`config.mk`:
```
export PLATFORM = sky130hd
export DESIGN_NAME = ttc_sequencer
export DESIGN_NICKNAME = d
export VERILOG_FILES = /design/src/rtl/ttc_sequencer.sv
export SDC_FILE = /design/constraint.sdc
export NUM_CORES = 1
export LEC_CHECK = 0
export ABC_AREA = 1
export CAP_MARGIN = 40
export CORE_AREA = 2 2 39 41
export DETAILED_ROUTE_END_ITERATION = 10
export DIE_AREA = 0 0 41 43
export DONT_BUFFER_PORTS = 1
export SLEW_MARGIN = 20
export SYNTH_ARGS = -nofsm -noshare
export SYNTH_HDL_FRONTEND = slang
export SYNTH_SLANG_ARGS = --single-unit
```
`constraint.sdc`:
```
create_clock -name clk -period 2.6 [get_ports clk]
set_input_delay 0.39 -clock clk [delete_from_list [all_inputs] [get_ports clk]]
set_output_delay 0.39 -clock clk [all_outputs]
set_load 0.02 [all_outputs]
```
`src/rtl/ttc_sequencer.sv`:
```
// Vector and settle counters for the sweep.
// Produces the sample strobe and the last-vector flag.
module ttc_sequencer #(
  parameter int N_IN   = 3,
  parameter int SETTLE = 2
) (
  input  logic            clk,
  input  logic            rst,
  input  logic            clear,
  input  logic            run,
  output logic [N_IN-1:0] vec,
  output logic            sample,
  output logic            last
);

  localparam int CW = (SETTLE < 1) ? 1 : $clog2(SETTLE + 1);
  localparam logic [CW-1:0]   CMAX = CW'(SETTLE);
  localparam logic [N_IN-1:0] VMAX = '1;

  logic [CW-1:0] cnt;

  assign sample = run && (cnt == CMAX);
  assign last   = (vec == VMAX);

  always_ff @(posedge clk or posedge rst) begin
    if (rst) begin
      vec <= '0;
      cnt <= '0;
    end else if (clear) begin
      vec <= '0;
      cnt <= '0;
    end else if (run) begin
      if (sample) begin
        cnt <= '0;
        vec <= last ? '0 : vec + 1'b1;
      end else begin
        cnt <= cnt + 1'b1;
      end
    end
  end

endmodule

```
# Yosys cells after proc, flatten, opt, wreduce, memory -nomap -nowiden
# Index checks and enable logic that the tools add are counted.
# Widths: inputs -> output; s select.
[word_totals]
ff_bits = 5
in_bits = 4
output_inout_bits = 5
elab_cells = 17
[classes]
add_sub_neg = 2
n_eq_ne = 2
n_mux = 7
reduce_logical = 4
[op_table]
columns = ["cell", "count"]
rows = [
  ["$mux 3", 4],
  ["$mux 2", 3],
  ["$reduce_bool 2->1", 2],
  ["$add 3x1->3 const B", 1],
  ["$eq 3x3->1 const B", 1],
  ["$add 2x1->2 const B", 1],
  ["$eq 2x2->1 const B", 1],
  ["$reduce_and 2->1", 1],
  ["$logic_and 1x1->1", 1],
]

# Longest topological paths before layout
# Gate-level depths: netlist of run 1.
[logic_depth]
word_depth = 5
ltp_mapped = 7
depth_no_buf = 7

# Worst setup path before layout of run 1
# Ideal clock, no wire load.
[synth_path]
path_kind = "register to output"
startpoint = "register vec[0]"
endpoint = "output port last"
arrival_time_ns = 0.949
required_time_ns = 2.210
slack_ns = 1.261
path_stages_with_launch = 3
path_buffers = 0
cell_sequence = "dfrtp_1 > ha_1 > ha_1"
[synth_via]
elab_chain_cells = 1
[synth_lines]
columns = ["element", "line", "rtl"]
rows = [
  ["from (decl)", "11", "output logic [N_IN-1:0] vec,"],
  ["from (signal assigned)", "35", "vec <= last ? '0 : vec + 1'b1;"],
  ["$eq 3x3->1", "23", "assign last = (vec == VMAX);"],
  ["to (decl)", "13", "output logic last"],
]
# Every way passes these cells.

# Worst setup path after layout of run 1
# Ends and elaborated chain as after synthesis.

==> results.md, run 1 <==
* Max-slew violations at 0
* CP Max Fanout at 4
* Final setup skew at between 0.7 and 0.8 ps
* Port Buffer Count at 0
* Fin area at between 300 and 400 um2
* Cell Chain, Critical Path: ha_1 -> ha_1
* Slowest cell on crit path: dfrtp_1
* Relative slew slack at 0.8092
* Buffers & Inverters on Critical Path at 0
* Synth Cell Area at approximately 260 um2
* Hold Crit Endpoint: cnt[1]
* Routed wl met2 at roughly 210 um
* WP data required at ~2200 ps
* WL met1 at 207 um
* First-pass GRT wire length at around 740 um
* R2R depth at 7
* Initial DRT Pass Iterations at 3
* IO Count at 9
* Leakage power at between 0.15 and 0.2 nW
* Reg2reg end: vec[1]
* First-iteration detailed-routing DRC count at 6
* Core area at between 1000 and 1500 um2
* Dpl hpwl at 408.5 um
* Syn nets at 37
* Power Density at between 500 and 600 nW/um2
* Layout cells sized above 1 at 0.1667
* Yosys cell types at 11
* Min-delay src: run
* Register area at approximately 130 um2
* Die X at just over 40 um
* Main combinational cell family by area after synthesis: simple AND/OR/NAND/NOR gates
* Gr ovfl total at 0
* Drt total wl at between 400 and 500 um
* Final setup viols at 0
* H-tree depth at 1
* Core Util, Final at 0.2315
* Top layer reached by signal wires: met4
* Fillers at between 150 and 200
* Adder-Cell Fraction of Synth Area at 0.09479
* Routed wire per std cell at roughly 9 um
* Vias in the first global route at 219
* Clock-pin slew on the worst setup and hold paths at roughly 40 ps
* Post-synthesis mux area share at 0
* Worst-Skew Late Latency at 240 ps
* Final TNS setup at 0 ps
* Synth Instances at 31
* Clock sink total at 5
* Post-layout min period at 1624 ps
* Metal3 WL at 44 um
* RSZ-0062 raised after global routing: false
* Final Cycle Share at 0.6248
* Via count at between 200 and 250
* Fin Hold WS at between 300 and 400 ps
* Ranking of synthesized cells by area: dfrtp_1 (47%), nand3_1 (11%), ha_1 (9.5%)
* Hold Path Class: in -> reg
* Most used cell, CP: ha_1
* GP Congestion at 0.6023
* XOR/XNOR Fraction of Synth Area at 0.03318
* Initial Utilization at 0.1908
* DIE AREA at 1763 um2
* CTS tree: yes
* TritonCTS Buffers at 3
* Max Cap Violations at 0
* Area grow syn2layout at 21.33%
* Mean post-synth cell area at around 8.5 um2
* Post-CTS resize count at 0
* Complex-gate fraction of the synthesized area at 0.01896
* Row Count at 14
* Synth Area in Simple Gates at 0.3223
* Top cell type's share of synthesized area at 0.4739
* Worst setup SP type: flip-flop
* GRT Total Usage at 0.06761
* Largest net degree at the start of global routing at 7
* Root buffer cell: clkbuf_4
* Multi-input combinational cell area at approximately 120 um2
* Worst vdd ir at ~0.00016 V
* Nets at 43
* Drt via density at 4.019
* R2R Setup Slk at approximately 1200 ps
* Delay-heaviest family, CP: adder cells
* Post-placement cell area at ~280 um2
* Crit-path max cell delay at ~470 ps
* Initial antenna violation count at 0
* Die Ht at between 40 and 50 um
* Hold depth at 2
* Worst R2R Start: vec[0]
* Routed Antenna Nets at 0
* DRC errors left at 0
* Worst slew pin tran at between 200 and 300 ps
* Maximum clock frequency at between 0.6 and 0.7 GHz
* Leading area contributor after synthesis: dfrtp_1
* Synthesized flop and latch total at 5
* Worst setup EP type: primary output
* Critical path type: reg -> out
* Yosys Warn Count at 0
* Status: finished clean
* Pwr Total at between 0.15 and 0.2 mW
* Register area share after synthesis at 0.4739
* Critical Path AT at between 1000 and 1500 ps
* Max clock buf depth at 2
* # diodes at 0
* Hold Fails Final Rpt at 0
[Yosys cell counts, drive strengths merged]
cell type / count
a21oi: 1
dfrtp: 5
ha: 2
inv: 4
nand2: 7
nand3: 6
nor2: 5
xnor2: 1
[area by class of cell]
class | instances | area share
Sequential cell | 5 | 0.3906
Clock buffer | 4 | 0.08203
Inverter | 4 | 0.04688
Timing Repair Buffer | 1 | 0.03125
Tap cell | 16 | 0.06250
Multi-Input combinational cell | 22 | 0.3867
[per-layer routing]
metal	vias to the layer above	GRT usage
met5	-	0
met2	6	0.09063
met4	0	0.08000
met1	92	0.06536
met3	2	0.03141
li1	109	-
[where the power goes]
part	total, mW	switching (mW)	internal [mW]
registers	0.0873	0.00553	0.0817
clock network	0.0861	0.0283	0.0578
logic	0.0153	0.00896	0.00634
[how the worst max path moves through the flow]
stage | from | end | slack, ps | cells after the start
global route | vec[0] | last | 900 | 2
CTS | vec[0] | last | 960 | 2
floorplan | vec[0] | last | 1260 | 2
global placement | vec[0] | vec[1] | 1220 | 7
finish | vec[0] | last | 980 | 2
detailed placement | vec[0] | vec[1] | 1200 | 7
[sequential cells by signal (all words and copies together), names as in the netlist]
register	cells
vec	3
cnt	2
[repair_timing]
| action | CTS | global route |
|---|---|---|
| hold buffers | 1 | 0 |
| buffers inserted | 0 | 0 |
| endpoints found under the hold margin | 5 | 0 |
[logic make-up (layout without fill, tap and decap cells)]
family	Yosys count	in the layout
adders and majority gates	2	2
xor gates and xnor gates	1	1
DFF	5	5
AOI/OAI and AO/OA	1	1
buffers and inverters	4	9
and+or+nand+nor	18	18
[cell usage in the layout (no fill, tap or decap)]
cell,instances
a21oi_1,1
clkbuf_1,1
clkbuf_4,3
dfrtp_1,5
dlygate4sd3_1,1
ha_1,2
inv_1,3
inv_2,1
nand2_1,6
nand2_2,1
nand3_1,6
nor2_1,4
nor2_4,1
xnor2_1,1
[metrics by stage]
| step | worst slack (ps) | cells |
|---|---|---|
| 6_report | 975.6 | 52 |
| 2_1_floorplan | 1261 | 31 |
| 4_1_cts | 960.8 | 52 |
| 5_1_grt | 896.8 | 52 |
| 3_5_place_dp | 1201 | 47 |
| 3_3_place_gp | 1219 | 47 |
Note: power is estimated with default switching activity, not from simulation.
==> inputs of run 2 (changes only) <==
Clock period 2.6 ns to 1.69 ns, I/O delays scaled along.
==> run 2 against run 1 <==
Against the previous run:
- critical path depth stayed put
- sequential share of layout area did not move
- count of clock-buffer cells in the layout unchanged
- setup slack worse by 800 ps
- largest cell class unchanged
- clock skew up 1.8 ps
- sequential power rose by 55%
- final cell count is the same
- highest routed layer is now met3
- total power grew 57%
- first-iteration DRC count down 67%
- worst hold slack got worse by 150 ps
- clock power increased by 60%
==> results.md, run 2 (synthesized netlist as in run 1, its figures left out) <==
* Post-placement cell area at 284.0 um2 (unchanged)
* Delay-heaviest family, CP: adder cells (unchanged)
* Max clock buf depth at 2 (unchanged)
* Gr ovfl total at 0 (unchanged)
* Hold Path Class: in -> reg (unchanged)
* Buffers & Inverters on Critical Path at 0 (unchanged)
* Commonest cells after routing, fill and taps aside: nand3_1 (6), nand2_1 (6), dfrtp_1 (5), nor2_1 (4) (unchanged)
* Routed wire per std cell at 10.56 um (was 9.038 um)
* Routed wl met2 at 255 um (was 212 um)
* Seq pwr share at 0.455 (was 0.463)
* Metal3 WL at 72 um (was 44 um)
* First-pass GRT wire length at 966 um (was 738 um)
* Worst slew pin tran at 292.8 ps (was 286.2 ps)
* # diodes at 0 (unchanged)
* Maximum clock frequency at 0.6612 GHz
* Final setup skew at 2.587 ps (was 0.7923 ps)
* Max-slew violations at 0 (unchanged)
* Max reg flops at 3 (unchanged)
* Hold Fails Final Rpt at 0 (unchanged)
* Post-CTS resize count at 0 (unchanged)
* Core Util, Final at 0.2315 (unchanged)
* Port Buffer Count at 0 (unchanged)
* Initial DRT Pass Iterations at 2 (was 3)
* Critical Path AT at 1260 ps (was 1230 ps)
* TritonCTS Buffers at 3 (unchanged)
* Die Ht at 43 um (unchanged)
* CP Max Fanout at 3 (was 4)
* Clock-pin slew on the worst setup and hold paths at 40 ps (about the same)
* Vias in the first global route at 232 (was 219)
* Layout cells sized above 1 at 0.1667 (unchanged)
* GP Congestion at 0.6062 (was 0.6023)
* Most used cell, CP: ha_1 (unchanged)
* Initial Utilization at 0.1908 (unchanged)
* Part of the power in combinational logic at 0.080 (was 0.081)
* Crit-path max cell delay at 490 ps (was 470 ps)
* DIE AREA at 1763 um2 (unchanged)
* H-tree depth at 1 (unchanged)
* Cell Chain, Critical Path: ha_1 -> ha_1 (unchanged)
* Final TNS setup at 0 ps (unchanged)
* Clock sink total at 5 (unchanged)
* Routed Antenna Nets at 0 (unchanged)
* Relative slew slack at 0.8048 (was 0.8092)
* Drt total wl at 549 um (was 470 um)
* Nets at 43 (unchanged)
* Post-CTS Setup Bufs at 0 (unchanged)
* Fin Hold WS at 165.1 ps (was 319.9 ps)
* Clock network fraction of design power at 0.466 (was 0.456)
* Final Cycle Share at 0.8949
* Fin area at 320.3 um2 (unchanged)
* Final setup viols at 0 (unchanged)
* Worst setup SP type: flip-flop (unchanged)
* Die X at 41 um (unchanged)
* Leakage power at 0.1661 nW (unchanged)
* CTS tree: yes (unchanged)
* Core area at 1384 um2 (unchanged)
* Post-layout min period at between 1500 and 2000 ps
* Power Internal at 0.2246 mW (was 0.1459 mW)
* Initial antenna violation count at 0 (unchanged)
* Slowest cell on crit path: dfrtp_1 (unchanged)
* Switch share at 0.2410 (was 0.2268)
* RSZ-0062 raised after global routing: false (unchanged)
* WP data required at 1440 ps (was 2210 ps)
* Worst setup EP type: primary output (unchanged)
* DRC errors left at 0 (unchanged)
* Area grow syn2layout at 21.33% (unchanged)
* Row Count at 14 (unchanged)
* Critical path type: reg -> out (unchanged)
* Net Sw Power at 0.07134 mW (was 0.04279 mW)
* Worst-Skew Late Latency at 240 ps (about the same)
* Via count at 209 (unchanged)
* Worst vdd ir at 0.0002515 V (was 0.0001645 V)
* Top layer reached by signal wires: met3 (was met4)
* Post-Place Cells at 47 (unchanged)
* WL met1 at 221 um (was 207 um)
* Root buffer cell: clkbuf_4 (unchanged)
* Drt via density at 4.019 (unchanged)
* Layout Cells excl Fill at 52 (unchanged)
* Largest Register: vec (unchanged)
* Fillers at 152 (was 154)
* GRT Total Usage at 0.08577 (was 0.06761)
* Largest net degree at the start of global routing at 7 (unchanged)
* Dpl hpwl at 436.7 um (was 408.5 um)
* Max Cap Violations at 0 (unchanged)
* Regs by FF count: vec: 3 flops, cnt: 2 flops (unchanged)
* Status: finished clean (unchanged)
* First-iteration detailed-routing DRC count at 2 (was 6)
* IO Count at 9 (unchanged)
* Power Density at 923.9 nW/um2 (was 589.0 nW/um2)
-- run 2: final cells by class --
cell class              count  area [um2]  share of cell area
flip-flops and latches      5       125.1              0.3906
multi-input cells          22       123.9              0.3867
clock buffers               4       26.28             0.08203
well taps                  16       20.02             0.06250
inverters                   4       15.01             0.04688
repair buffers              1       10.01             0.03125
-- run 2: worst paths after layout --
kind                         from     end  slack [ps]  depth (start not counted)
min reg2reg                cnt[1]  cnt[1]         540                          2
max reg2reg                vec[1]  vec[1]         300                          7
max                        vec[1]    last         180                          2
min in group asynchronous     rst  cnt[0]         360                          2
min                         clear  vec[1]         170                          3
max in group asynchronous     rst  vec[1]        1160                          2
-- run 2: per-layer routing --
| layer | track usage | vias to the layer above |
|---|---|---|
| li1 | - | 108 |
| met1 | 0.08824 | 95 |
| met2 | 0.1188 | 6 |
| met3 | 0.05759 | 0 |
| met4 | 0.06000 | 0 |
| met5 | 0 | - |
-- run 2: metrics by stage --
step                power (mW)  setup slack [ps]
floorplan               0.1539             381.9
global placement        0.1580             296.7
detailed placement      0.1586             300.3
CTS                     0.3026             157.9
global route            0.3165             95.03
finish                  0.2959             177.6
-- run 2: worst register-to-register path, delay by kind of cell (launching register included) --
kind | cells | cell delay [ps]
adders and majority gates | 2 | 530
buffers and inverters | 1 | 70
DFF | 1 | 490
and+or+nand+nor | 4 | 190
-- run 2: power groups by stage --
stage	clock network [mW]	registers [mW]	logic, mW
finish	0.138	0.135	0.0236
global route	0.153	0.135	0.0284
CTS	0.144	0.135	0.0242
detailed placement	0	0.136	0.0223
global placement	0	0.136	0.0221
floorplan	0	0.135	0.0189
-- run 2: what timing repair did --
item	in CTS	in global routing
endpoints found under the hold margin	5	0
hold buffers	1	0
endpoints found under the setup margin	0	0
